[src/rtl/bpmc_pulse_decoder_pkg.sv]
// Shared definitions for the bipolar pulse-marker decoder and its generator
// counterpart: state encoding and the common counter defaults.
package bpmc_pulse_decoder_pkg;

  localparam int unsigned CNT_W_DEF = 16;
  localparam logic [15:0] TIMEOUT_DEF = 16'hFFFF;

  typedef enum logic {
    ST_IDLE = 1'b0,
    ST_HIGH = 1'b1
  } state_t;

endpackage

[src/rtl/bpmc_pulse_decoder_if.sv]
// Marker input / decoded-event output bundle for bpmc_pulse_decoder.
// The master side drives the pulse train and Clear; the slave side is the decoder.
interface bpmc_pulse_decoder_if
  import bpmc_pulse_decoder_pkg::*;
#(
  parameter int unsigned CNT_W = CNT_W_DEF
) ();

  logic             Pin;
  logic             Clear;
  logic             Front_out;
  logic             Rear_out;
  logic             Level_out;
  logic [CNT_W-1:0] Width;
  logic             Width_vld;
  logic             Err_out;

  modport master (
    output Pin,
    output Clear,
    input  Front_out,
    input  Rear_out,
    input  Level_out,
    input  Width,
    input  Width_vld,
    input  Err_out
  );

  modport slave (
    input  Pin,
    input  Clear,
    output Front_out,
    output Rear_out,
    output Level_out,
    output Width,
    output Width_vld,
    output Err_out
  );

endinterface

[src/rtl/bpmc_pulse_decoder_pin_sync_edge.sv]
// Synchroniser chain plus registered rising-edge detector for an asynchronous
// input. A level held high yields exactly one Rise pulse.
module pin_sync_edge #(
  parameter int unsigned SYNC = 2
) (
  input  logic Clock,
  input  logic Reset_n,
  input  logic Din,
  output logic Rise
);

  logic [SYNC-1:0] sync_q;
  logic            prev_q;

  // Shift Din through the synchroniser, keep one cycle of history, flag rising edges.
  always_ff @(posedge Clock or negedge Reset_n) begin
    if (!Reset_n) begin
      sync_q <= '0;
      prev_q <= 1'b0;
      Rise   <= 1'b0;
    end else begin
      sync_q <= {sync_q[SYNC-2:0], Din};
      prev_q <= sync_q[SYNC-1];
      Rise   <= sync_q[SYNC-1] & ~prev_q;
    end
  end

endmodule

[src/rtl/bpmc_pulse_decoder.sv]
// Decodes a merged single-line marker pulse train into front/rear strobes,
// a rebuilt level, the front-to-rear width in cycles, and a timeout error.
module bpmc_pulse_decoder
  import bpmc_pulse_decoder_pkg::*;
#(
  parameter int unsigned      SYNC    = 2,
  parameter int unsigned      CNT_W   = CNT_W_DEF,
  parameter logic [CNT_W-1:0] TIMEOUT = CNT_W'(TIMEOUT_DEF)
) (
  input logic                  Clock,
  input logic                  Reset_n,
  bpmc_pulse_decoder_if.slave  bus
);

  logic             rise;
  state_t           state;
  logic [CNT_W-1:0] cnt;

  pin_sync_edge #(
    .SYNC (SYNC)
  ) u_pin_sync_edge (
    .Clock   (Clock),
    .Reset_n (Reset_n),
    .Din     (bus.Pin),
    .Rise    (rise)
  );

  // Front/rear state machine with interval counter; all outputs registered.
  // Clear is checked before the edge so a coincident edge is discarded.
  always_ff @(posedge Clock or negedge Reset_n) begin
    if (!Reset_n) begin
      state         <= ST_IDLE;
      cnt           <= '0;
      bus.Width     <= '0;
      bus.Front_out <= 1'b0;
      bus.Rear_out  <= 1'b0;
      bus.Width_vld <= 1'b0;
      bus.Err_out   <= 1'b0;
      bus.Level_out <= 1'b0;
    end else begin
      bus.Front_out <= 1'b0;
      bus.Rear_out  <= 1'b0;
      bus.Width_vld <= 1'b0;
      bus.Err_out   <= 1'b0;
      if (bus.Clear) begin
        state         <= ST_IDLE;
        cnt           <= '0;
        bus.Level_out <= 1'b0;
      end else begin
        case (state)
          ST_IDLE: begin
            if (rise) begin
              bus.Front_out <= 1'b1;
              bus.Level_out <= 1'b1;
              cnt           <= CNT_W'(1);
              state         <= ST_HIGH;
            end
          end
          ST_HIGH: begin
            if (rise) begin
              bus.Rear_out  <= 1'b1;
              bus.Width_vld <= 1'b1;
              bus.Width     <= cnt;
              bus.Level_out <= 1'b0;
              cnt           <= '0;
              state         <= ST_IDLE;
            end else if (cnt == TIMEOUT) begin
              bus.Err_out   <= 1'b1;
              bus.Level_out <= 1'b0;
              cnt           <= '0;
              state         <= ST_IDLE;
            end else begin
              cnt <= cnt + CNT_W'(1);
            end
          end
          default: begin
            state <= ST_IDLE;
            cnt   <= '0;
          end
        endcase
      end
    end
  end

endmodule

[src/flat_wrapper.sv]
// flat-port wrapper written by rule: the top's interface ports become plain ports
module bpmc_pulse_decoder_flat import bpmc_pulse_decoder_pkg::*;
#(
  parameter int unsigned      SYNC    = 2,
  parameter int unsigned      CNT_W   = CNT_W_DEF,
  parameter logic [CNT_W-1:0] TIMEOUT = CNT_W'(TIMEOUT_DEF)
)
  (Clock, Reset_n, bus_Pin, bus_Clear, bus_Front_out, bus_Rear_out, bus_Level_out, bus_Width, bus_Width_vld, bus_Err_out);
  bpmc_pulse_decoder_if #(.CNT_W(CNT_W)) bus_i ();
  input logic Clock;
  input logic Reset_n;
  input wire logic [$bits(bus_i.Pin)-1:0] bus_Pin;
  input wire logic [$bits(bus_i.Clear)-1:0] bus_Clear;
  output wire logic [$bits(bus_i.Front_out)-1:0] bus_Front_out;
  output wire logic [$bits(bus_i.Rear_out)-1:0] bus_Rear_out;
  output wire logic [$bits(bus_i.Level_out)-1:0] bus_Level_out;
  output wire logic [$bits(bus_i.Width)-1:0] bus_Width;
  output wire logic [$bits(bus_i.Width_vld)-1:0] bus_Width_vld;
  output wire logic [$bits(bus_i.Err_out)-1:0] bus_Err_out;
  assign bus_i.Pin = bus_Pin;
  assign bus_i.Clear = bus_Clear;
  assign bus_Front_out = bus_i.Front_out;
  assign bus_Rear_out = bus_i.Rear_out;
  assign bus_Level_out = bus_i.Level_out;
  assign bus_Width = bus_i.Width;
  assign bus_Width_vld = bus_i.Width_vld;
  assign bus_Err_out = bus_i.Err_out;
  bpmc_pulse_decoder #(.SYNC(SYNC), .CNT_W(CNT_W), .TIMEOUT(TIMEOUT)) u_core (.Clock(Clock), .Reset_n(Reset_n), .bus(bus_i));
endmodule
[config.mk]
export PLATFORM = sky130hd
export DESIGN_NAME = bpmc_pulse_decoder_flat
export DESIGN_NICKNAME = d
export VERILOG_FILES = /design/src/rtl/bpmc_pulse_decoder_pkg.sv /design/src/rtl/bpmc_pulse_decoder_if.sv /design/src/rtl/bpmc_pulse_decoder_pin_sync_edge.sv /design/src/rtl/bpmc_pulse_decoder.sv /design/src/flat_wrapper.sv
export SDC_FILE = /design/constraint.sdc
export NUM_CORES = 1
export LEC_CHECK = 0
export ABC_AREA = 1
export CAP_MARGIN = 20
export CORE_ASPECT_RATIO = 0.7
export CORE_MARGIN = 1
export CORE_UTILIZATION = 58
export CTS_BUF_LIST = sky130_fd_sc_hd__clkbuf_8 sky130_fd_sc_hd__clkbuf_16
export DETAILED_ROUTE_END_ITERATION = 7
export HOLD_SLACK_MARGIN = 0.06
export PLACE_DENSITY = 0.8
export SLEW_MARGIN = 20
export SYNTH_ARGS = -nofsm -noshare
export SYNTH_HDL_FRONTEND = slang
export SYNTH_SLANG_ARGS = --single-unit
export TNS_END_PERCENT = 100
[constraint.sdc]
create_clock -name Clock -period 2.7 [get_ports Clock]
set_input_delay 0.27 -clock Clock [delete_from_list [all_inputs] [get_ports Clock]]
set_output_delay 0.27 -clock Clock [all_outputs]
set_load 0.01 [all_outputs]
# Word level (Yosys, flattened, before mapping)

Cells that the tools add are included.

Register bits after elaboration: 41
Output and inout bits: 21
Input port bits: 4

Reductions and logical operators: 2
Add/subtract/negate cells: 1
Multiplexer cells: 23
Bitwise gates (word level): 4
Equality and inequality tests: 3

Operator list:

| operator                                       | number |
|---|---|
| 2-to-1 mux 16 bit                              | 4 |
| one-hot mux 16 bit (2 select lines)            | 1 |
| adder 16 x 1 -> 16 bit (second input constant) | 1 |
| equality test 16 bit (second input constant)   | 1 |
| 2-to-1 mux 1 bit                               | 16 |
| inequality test 4 bit (second input constant)  | 1 |
| one-hot mux 1 bit (2 select lines)             | 2 |
| inequality test 3 bit (second input constant)  | 1 |
| NOT 1 bit                                      | 3 |
| AND reduction 3 bit                            | 1 |
| AND reduction 2 bit                            | 1 |
| bitwise AND 1 bit                              | 1 |

# Depth between registers and ports, before layout

Gate-level depths: netlist of the first run.

Depth in word-level cells: 5
Gate-level depth with buffers: 8
Depth with buffers taken out: 8

# By module

A second synthesis of the first run with hierarchy kept.

Cell total of the unflattened synthesis: 218
Area total of the unflattened synthesis: 1939.4 um^2

By module, submodules not included:

| module             | cells each | area each (um^2) | instances |
|---|---|---|---|
| bpmc_pulse_decoder | 212        | 1829.3           | 1 |
| pin_sync_edge      | 6          | 110.1            | 1 |

# Worst setup path after synthesis of the first run

OpenSTA, ideal clock, no wires.

Path type: register to register
From: register u_core.cnt[0]
To: register u_core.cnt[11]
Data arrival time: 1.260 ns
Path buffers: 0
Data required time: 2.635 ns
Path slack: 1.374 ns
Setup time: 0.065 ns
Cell stages (with the launch flop): 9
Cell sequence: dfrtp_1 -> ha_1 -> nand2_1 -> nor2_2 -> nand3_2 -> nor2_2 -> nor2_2 -> nand3_1 -> nand2_1

Longest elaborated chain between the ends: 5
Elaborated cells on any way between the ends: 6

RTL lines:

| element                                                        | RTL line                                           | source |
|---|---|---|
| start, declared                                                | bpmc_pulse_decoder.sv:17                           | `logic [CNT_W-1:0] cnt;` |
| start signal, assigned                                         | bpmc_pulse_decoder.sv:73                           | `cnt <= cnt + CNT_W'(1);` |
| adder 16 x 1 -> 16 bit or equality test 16 bit (tied branches) | bpmc_pulse_decoder.sv:73, bpmc_pulse_decoder.sv:67 |  |
| 2-to-1 mux 16 bit (*)                                          | bpmc_pulse_decoder.sv:67                           | `end else if (cnt == TIMEOUT) begin` |
| 2-to-1 mux 16 bit (*)                                          | bpmc_pulse_decoder.sv:60                           | `if (rise) begin` |
| one-hot mux 16 bit (2 select lines) (*)                        | bpmc_pulse_decoder.sv:50                           | `case (state)` |
| 2-to-1 mux 16 bit (*)                                          | bpmc_pulse_decoder.sv:45                           | `if (bus.Clear) begin` |

Every way passes the cells marked *; elsewhere a longest branch is shown, timed or not.
A chain may end at the register's enable or synchronous reset.

# Worst setup path after layout of the first run

From: register u_core.cnt[0]
To: register u_core.cnt[15]

Same word-level chain as after synthesis.

==> results of run 1 <==
==> metal layers <==
metal | global-route usage | vias to the layer above | share of wire
li1 | - | 734 | -
met2 | 0.335 | 51 | 0.41
met3 | 0.0602 | 9 | 0.067
met5 | 0 | - | 0
met1 | 0.356 | 686 | 0.50
met4 | 0.0967 | 0 | 0.017
==> logic make-up (layout without fill, tap and decap cells) <==
| logic type | after synthesis | in the layout | synth area share |
|---|---|---|---|
| simple gates | 118 | 118 | 0.274 |
| flops | 41 | 41 | 0.528 |
| compound gates | 25 | 25 | 0.0991 |
| buf+inv | 25 | 53 | 0.0611 |
| xor+xnor | 7 | 7 | 0.0315 |
| fa+ha+maj | 1 | 1 | 0.00643 |
==> per-stage QoR <==
| stage | util | cell area (um2) | cells | hold slack, ns |
|---|---|---|---|---|
| 2_1_floorplan | - | 1940 | 217 | -0.0256 |
| 3_3_place_gp | 0.691 | 2190 | 275 | 0.334 |
| 3_5_place_dp | 0.691 | 2190 | 275 | 0.347 |
| 4_1_cts | 0.717 | 2270 | 283 | 0.119 |
| 5_1_grt | 0.717 | 2270 | 283 | 0.178 |
| 6_report | 0.717 | 2270 | 283 | 0.0942 |
==> layout by cell type, fill, tap and decap left out, types with 2 or more instances in the layout <==
cell type                         count
sky130_fd_sc_hd__nand4_1              2
sky130_fd_sc_hd__nand2_2              2
sky130_fd_sc_hd__nor2_1              21
sky130_fd_sc_hd__clkinv_2             2
sky130_fd_sc_hd__o21ai_2             17
sky130_fd_sc_hd__o21ai_0              5
sky130_fd_sc_hd__nand3_1             11
sky130_fd_sc_hd__nand2_1             70
sky130_fd_sc_hd__clkbuf_8             5
sky130_fd_sc_hd__xor2_1               6
sky130_fd_sc_hd__inv_1               19
sky130_fd_sc_hd__nor2_2               6
sky130_fd_sc_hd__dfrtp_1             41
sky130_fd_sc_hd__inv_2                2
sky130_fd_sc_hd__clkdlybuf4s50_1     23
==> state kept, by name (all words and copies together) (netlist names) <==
register / count
u_core.bus.Level_out: 1
u_core.bus.Err_out: 1
u_core.u_pin_sync_edge.sync_q: 2
u_core.cnt: 16
u_core.u_pin_sync_edge.Rise: 1
u_core.bus.Rear_out: 1
u_core.state: 1
u_core.bus.Front_out: 1
u_core.bus.Width: 16
u_core.u_pin_sync_edge.prev_q: 1
==> worst max-delay path: cells and delay by family (launching register included) <==
kind                       cells  cell delay, ns
adders and majority gates      1            0.24
DFF                            1            0.45
and+or+nand+nor                7            0.89
==> where the power goes <==
part	internal (mW)	switching (mW)	total (mW)
clock network	0.175	0.204	0.379
registers	0.654	0.0253	0.680
logic	0.0891	0.0985	0.188
total	0.919	0.328	1.25
==> cell type report <==
| class | instances | area [um2] |
|---|---|---|
| Timing Repair Buffer | 24 | 235 |
| Clock buffer | 5 | 68.8 |
| Tap cell | 38 | 47.5 |
| Multi-Input combinational cell | 151 | 800 |
| Sequential cell | 41 | 1030 |
| Clock inverter | 3 | 13.8 |
| Fill cell | 259 | 897 |
| Inverter | 21 | 81.3 |
==> worst paths after layout <==
check,from,depth (start not counted),slack [ns],to
max in group asynchronous,Reset_n,1,2.06,u_core.cnt[15]
worst min register to register,u_core.u_pin_sync_edge.sync_q[0],0,0.36,u_core.u_pin_sync_edge.sync_q[1]
min in group Clock,u_core.u_pin_sync_edge.sync_q[0],0,0.36,u_core.u_pin_sync_edge.sync_q[1]
worst max register to register,u_core.cnt[0],8,1.06,u_core.cnt[15]
worst min-delay path,Reset_n,1,0.09,u_core.cnt[8]
worst max-delay path,u_core.cnt[0],8,1.06,u_core.cnt[15]
==> run summary, run 1 <==
The run finished, with violations left. The final reports fail on design-rule violations. The maximum count of clock buffers along a single path came out at 2. The first-pass iteration count of the detailed router came out at 6. The half-perimeter wire length after detailed placement came out at 2.57 mm. The cell leakage power is 1.03 nW. The core area came out at 0.00317 mm2. The area overhead of the layout relative to synthesis came out at 16.9%.

The initial utilization of the core area, before any placement, comes to 0.614. The mean post-synth cell area came out at 8.96 um2. The unique cell type count in the Yosys netlist came out at 26.

For this design the ratio of total power to cell area is 549 mW/mm2. Buffers placed on the I/O ports in this run total 24. The total number of H-tree levels came out at 2.

The number of buffers inserted by post-CTS setup repair is 0. After layout, the worst setup slack is 1.06 ns. Among all cell types in the netlist, the one instantiated most often is sky130_fd_sc_hd__nand2_1. The via count of the first global-routing pass is 1378.

The top-area cell type share of the netlist area is 0.528. Counting instances in the post-synthesis netlist gives the leading cell types as sky130_fd_sc_hd__nand2_1 (70), sky130_fd_sc_hd__dfrtp_1 (41), sky130_fd_sc_hd__nor2_1 (21), sky130_fd_sc_hd__inv_1 (18), sky130_fd_sc_hd__o21ai_2 (17). The cell area after synthesis is 0.00194 mm2. The classification of the worst-slack hold path is in2async. The I/O pin total is 25. The worst setup path category is reg2reg.

CTS placed an instance of sky130_fd_sc_hd__clkbuf_8 at the clock tree root. The largest individual stage delay along the critical path comes from the cell sky130_fd_sc_hd__dfrtp_1. The global-route usage over all layers is 0.240. The peak ir drop on the vdd network came out at 322 uV. The shortest period the worst path allows came out at 1.64 ns. The synthesis-stage register bit count came out at 41. In the synthesized netlist the dominant register cell turns out to be sky130_fd_sc_hd__dfrtp_1.

The routed wire length per instance is 12.8 um. After detailed routing, the number of vias per cell comes to 5.23. The site row count came out at 17.

The maximum number of pins on one net before global-route repair came out at 42. The final antenna diode count is 0. The yosys synthesis warning count came out at 0.

The number of design-rule violations left by the first detailed-router iteration came out at 116. The cell that appears most often on the critical path is sky130_fd_sc_hd__nor2_2. The total overflow left after global routing is 0. The post-route clock period utilization is 0.608. The initial antenna violation count is 0. The detail route stage leaves a number of antenna-violating nets equal to 0. The final hold violation count came to 0. For this run, design rule violations remaining after detail routing come to 3. The number of nets in the synthesized netlist is 222.

The post-synthesis async set-or-reset flop share is 1.00. The die span in y came out at 50.4 um. The count of flip-flops with a built-in enable after synthesis is 0. The measured slew at the worst slew-check pin came out at 0.885 ns. The cell type with the highest aggregate area in the netlist is sky130_fd_sc_hd__dfrtp_1. The number of hold buffers added after CTS was 0. Setup repair after global routing left no endpoint under its margin. The die covers 0.00359 mm2. Clock-pin slew was measured on the worst setup and hold paths at 0.07 ns. The worst stage delay on the critical path came out at 0.45 ns. The worst slew slack as a fraction of its limit came out at 0.410.

The reported max-cap violation count is 0. The horizontal die dimension came out at 71.2 um. For the worst setup path, the data arrival time is 1.88 ns. The clock latency at the later pin of the worst-skew pair came out at 0.30 ns. The number of failing setup endpoints in the final timing report is 0. The fraction of final layout cells with drive strength greater than 1 came out at 0.171.

The peak clock frequency supported by timing is 0.609 GHz. For this block, the routed nets add up to 3.62 mm of wire. The required time of the critical path came out at 2.93 ns. Across the routed clock network, the largest skew measured is 0.00461 ns. The number of clock sinks seen by CTS is 41. In the synthesized netlist, the number of instances is 217. The number of vias in the routed layout is 1480. The post-synthesis sequential area ratio is 0.528. The global-route wire length before repair is 6.40 mm.

The number of gates given a new drive strength after cts came out at 0. The worst setup path is launched from a register. Walking the worst path, the cells encountered are ha_1 -> nand2_1 -> nor2_2 -> nand3_2 -> nor2_2 -> nor2_2 -> nand3_1 -> nand2_1. The final estimated routing congestion in global placement is 0.822. The worst setup slack after placement is 0.844 ns. The final-report max-slew violation count came out at 0.

The TritonCTS clock tree is yes. The setup TNS came out at 0 ns. The number of buffers created by CTS came out at 5. The maximum fanout along the worst path is 7.

The overall power after layout came out at 1.25 mW. The net count reported at finish came out at 249. STA classifies the critical path endpoint as a register. After synthesis, the cell types taking the most area are sky130_fd_sc_hd__dfrtp_1 (53%), sky130_fd_sc_hd__nand2_1 (14%), sky130_fd_sc_hd__o21ai_2 (7.7%).
(Power assumes the default switching activity.)
==> run 2, diff against run 1 <==
--- a/config.mk
+++ b/config.mk
@@ -9,11 +9,11 @@
 export CAP_MARGIN = 20
 export CORE_ASPECT_RATIO = 0.7
 export CORE_MARGIN = 1
-export CORE_UTILIZATION = 58
+export CORE_UTILIZATION = 54
 export CTS_BUF_LIST = sky130_fd_sc_hd__clkbuf_8 sky130_fd_sc_hd__clkbuf_16
 export DETAILED_ROUTE_END_ITERATION = 7
 export HOLD_SLACK_MARGIN = 0.06
-export PLACE_DENSITY = 0.8
+export PLACE_DENSITY = 0.75
 export SLEW_MARGIN = 20
 export SYNTH_ARGS = -nofsm -noshare
 export SYNTH_HDL_FRONTEND = slang
==> constraint.sdc (replaced) <==
create_clock -name Clock -period 1.6 [get_ports Clock]
set_input_delay 0.16 -clock Clock [delete_from_list [all_inputs] [get_ports Clock]]
set_output_delay 0.16 -clock Clock [all_outputs]
set_load 0.01 [all_outputs]
==> run summary, run 2 (synthesis results as in run 1) <==
The final hold violation count came out at 0. The footprint of the flip-flops and latches is 0.00103 mm2. For the pin with the worst max-slew slack, the measured transition is 0.513 ns. The via count normalized by instance count came out at 5.11. Data arrives at the worst endpoint at 1.62 ns. Leaving out fill and tap cells, the most frequent cell in the layout is sky130_fd_sc_hd__nand2_1.

The die span in y came out at 52.2 um. The worst setup path is captured at a register. The longest clock path from root to sink contains 2 buffers. The total congestion overflow is 0. Dividing the final minimum period by the clock period gives 0.890. In this run the most critical hold path is launched from bus_Pin. Once detail routing completed, the nets flagged for antenna violations numbered 0. The number of vias in the routed layout came out at 1532. The fraction of met2 tracks used by global routing came out at 0.385.

25 I/O pins were placed. For the worst setup path, the data required time is 1.79 ns. The largest registers in the layout are u_core.bus.Width x16, u_core.cnt x16, u_core.u_pin_sync_edge.sync_q x2.

The half-perimeter wire length after detailed placement is 3.00 mm. The worst slew slack as a fraction of its limit is 0.658. The flow ran to the end, and the final reports show no timing, DRC or antenna violations. The maximum fanout along the worst path came out at 7. The via count of the first global-routing pass is 1472. Summing all multi-input logic gate instances after layout gives 812 um2. The CTS root buffer is sky130_fd_sc_hd__clkbuf_8. The repair_antennas step left the layout with diodes totalling 0. Power spread over the standard cell area amounts to 989 mW/mm2. The met3 demand-to-capacity share in global routing is 0.0712. The global-route usage over all layers is 0.247. In this run the cell area measured after placement is 0.00225 mm2. The filler cell count came out at 263.

The top cell types in the final layout, fill and taps aside, are sky130_fd_sc_hd__nand2_1 (70), sky130_fd_sc_hd__dfrtp_1 (41), sky130_fd_sc_hd__clkdlybuf4s50_1 (23). The initial antenna violation count is 0. Setup violations remaining at the end of the flow were counted as 0. The peak ir drop on the vdd network is 718 uV.

The horizontal die dimension is 73.7 um. The final estimated routing congestion in global placement is 0.858. The overall power after layout came out at 2.37 mW. The setup TNS is 0 ns. The setup clock skew after layout is 0.0110 ns. The global routing stage identified its most utilized layer as met2.

The net count reported at finish came out at 257. The number of buffers created by CTS is 5. The routed wire length per instance came out at 13.7 um. The worst setup slack after placement is 0.0684 ns.

Setup repair after global routing left no endpoint under its margin. The initial utilization of the core area, before any placement, comes to 0.590. The worst setup path is launched from a register. The first detailed-routing pass took 4 iterations.

The critical path is of the reg2reg type. Counting I/O delays and the setup requirement, the final critical path takes 1.42 ns. The site row count is 17. The cell leakage power is 1.08 nW.

The number of design-rule violations left by the first detailed-router iteration came out at 122. TritonCTS built the clock tree. The final-report max-slew violation count came to 0. The number of clock sinks seen by CTS came out at 41. The clock latency at the later pin of the worst-skew pair is 0.30 ns. The startpoint identified for the worst register-to-register timing path is u_core.cnt[1]. The area enclosed by the die boundary came out at 0.00385 mm2.

The finished cells cover 0.00240 mm2. The total number of H-tree levels came out at 2. The clock-pin slew reported for the worst setup and hold paths after clock tree synthesis came out at 0.08 ns. The number of remaining DRC errors came out at 0.

The count of input and output buffers came out at 24. The post-layout worst setup margin came out at 0.175 ns. The reported max-cap violation count came out at 0. The peak clock frequency supported by timing is 0.702 GHz. The area overhead of the layout relative to synthesis is 23.2%. The fraction of final layout cells with drive strength greater than 1 came out at 0.202. The maximum number of pins on one net before global-route repair is 42. Wires add up to 4.10 mm.

The classification of the worst-slack hold path is in2reg. The first global-routing pass estimated 6.83 mm of wire. For met1 alone, demand over resource in global routing was 0.332. The number of setup buffers added after CTS is 0.

In this run the standard cell core region covers 0.00330 mm2. The most critical setup path has its startpoint at u_core.cnt[1].
run 2: cell types whose count changed in the layout (fill, tap and decap cells not counted):
cell                            change
sky130_fd_sc_hd__bufinv_16          +1
sky130_fd_sc_hd__buf_4              +7
sky130_fd_sc_hd__nor2_2             -1
sky130_fd_sc_hd__clkbuf_8           +1
sky130_fd_sc_hd__inv_1              -1
sky130_fd_sc_hd__clkinv_2           -2
sky130_fd_sc_hd__clkinvlp_4         +1
sky130_fd_sc_hd__nor2_4             +2
sky130_fd_sc_hd__dlygate4sd3_1      +1
sky130_fd_sc_hd__nor2_1             -1
run 2: repair_timing:
action,4_1_cts,5_1_grt
hold buffers,1,0
endpoints found under the hold margin,41,0
endpoints found under the setup margin,0,7
gates resized for setup,0,3
run 2: final cells by class:
type                    instances  area share
clock inverters                 2      0.0157
clock buffers                   6      0.0345
multi-input cells             151       0.339
well taps                      47      0.0245
flip-flops and latches         41       0.428
inverters                      21      0.0339
repair buffers                 32       0.124
run 2: power by group:
part	switching, mW	internal, mW	leakage (nW)
Clock	0.364	0.507	0.0574
Combinational	0.182	0.169	0.467
Sequential	0.0423	1.10	0.553
run 2: metal layers:
| layer | up-vias | wire length [um] |
|---|---|---|
| met5 | - | 0 |
| met4 | 0 | 61 |
| met3 | 6 | 177 |
| met2 | 36 | 1920 |
| met1 | 739 | 1940 |
| li1 | 751 | - |
run 2: final timing paths:
check | slack, ns | cells after the start | endpoint
max | 0.18 | 8 | u_core.cnt[2]
min | 0.32 | 1 | u_core.u_pin_sync_edge.sync_q[0]
max reg2reg | 0.18 | 8 | u_core.cnt[2]
min reg2reg | 0.36 | 0 | u_core.u_pin_sync_edge.sync_q[1]
max in group asynchronous | 0.78 | 3 | u_core.bus.Level_out
min in group asynchronous | 0.46 | 3 | u_core.cnt[4]
run 2: worst max-delay path, cell delays in order, from the launching register on:
cell and delay [ns]:
sky130_fd_sc_hd__dfrtp_1 0.38, sky130_fd_sc_hd__ha_1 0.19, sky130_fd_sc_hd__nand2_1 0.11, sky130_fd_sc_hd__nor2_4 0.14
sky130_fd_sc_hd__nand3_2 0.12, sky130_fd_sc_hd__nor2_2 0.14, sky130_fd_sc_hd__nor2_4 0.08, sky130_fd_sc_hd__nor2_4 0.10
sky130_fd_sc_hd__nor2_1 0.05
run 2: through the flow:
step	hold slack, ns	utilization	cells
after floorplan	-0.136	-	217
after global placement	0.241	0.683	291
after detailed placement	0.253	0.683	291
after CTS	0.312	0.723	300
after global routing	0.315	0.727	300
final	0.316	0.727	300
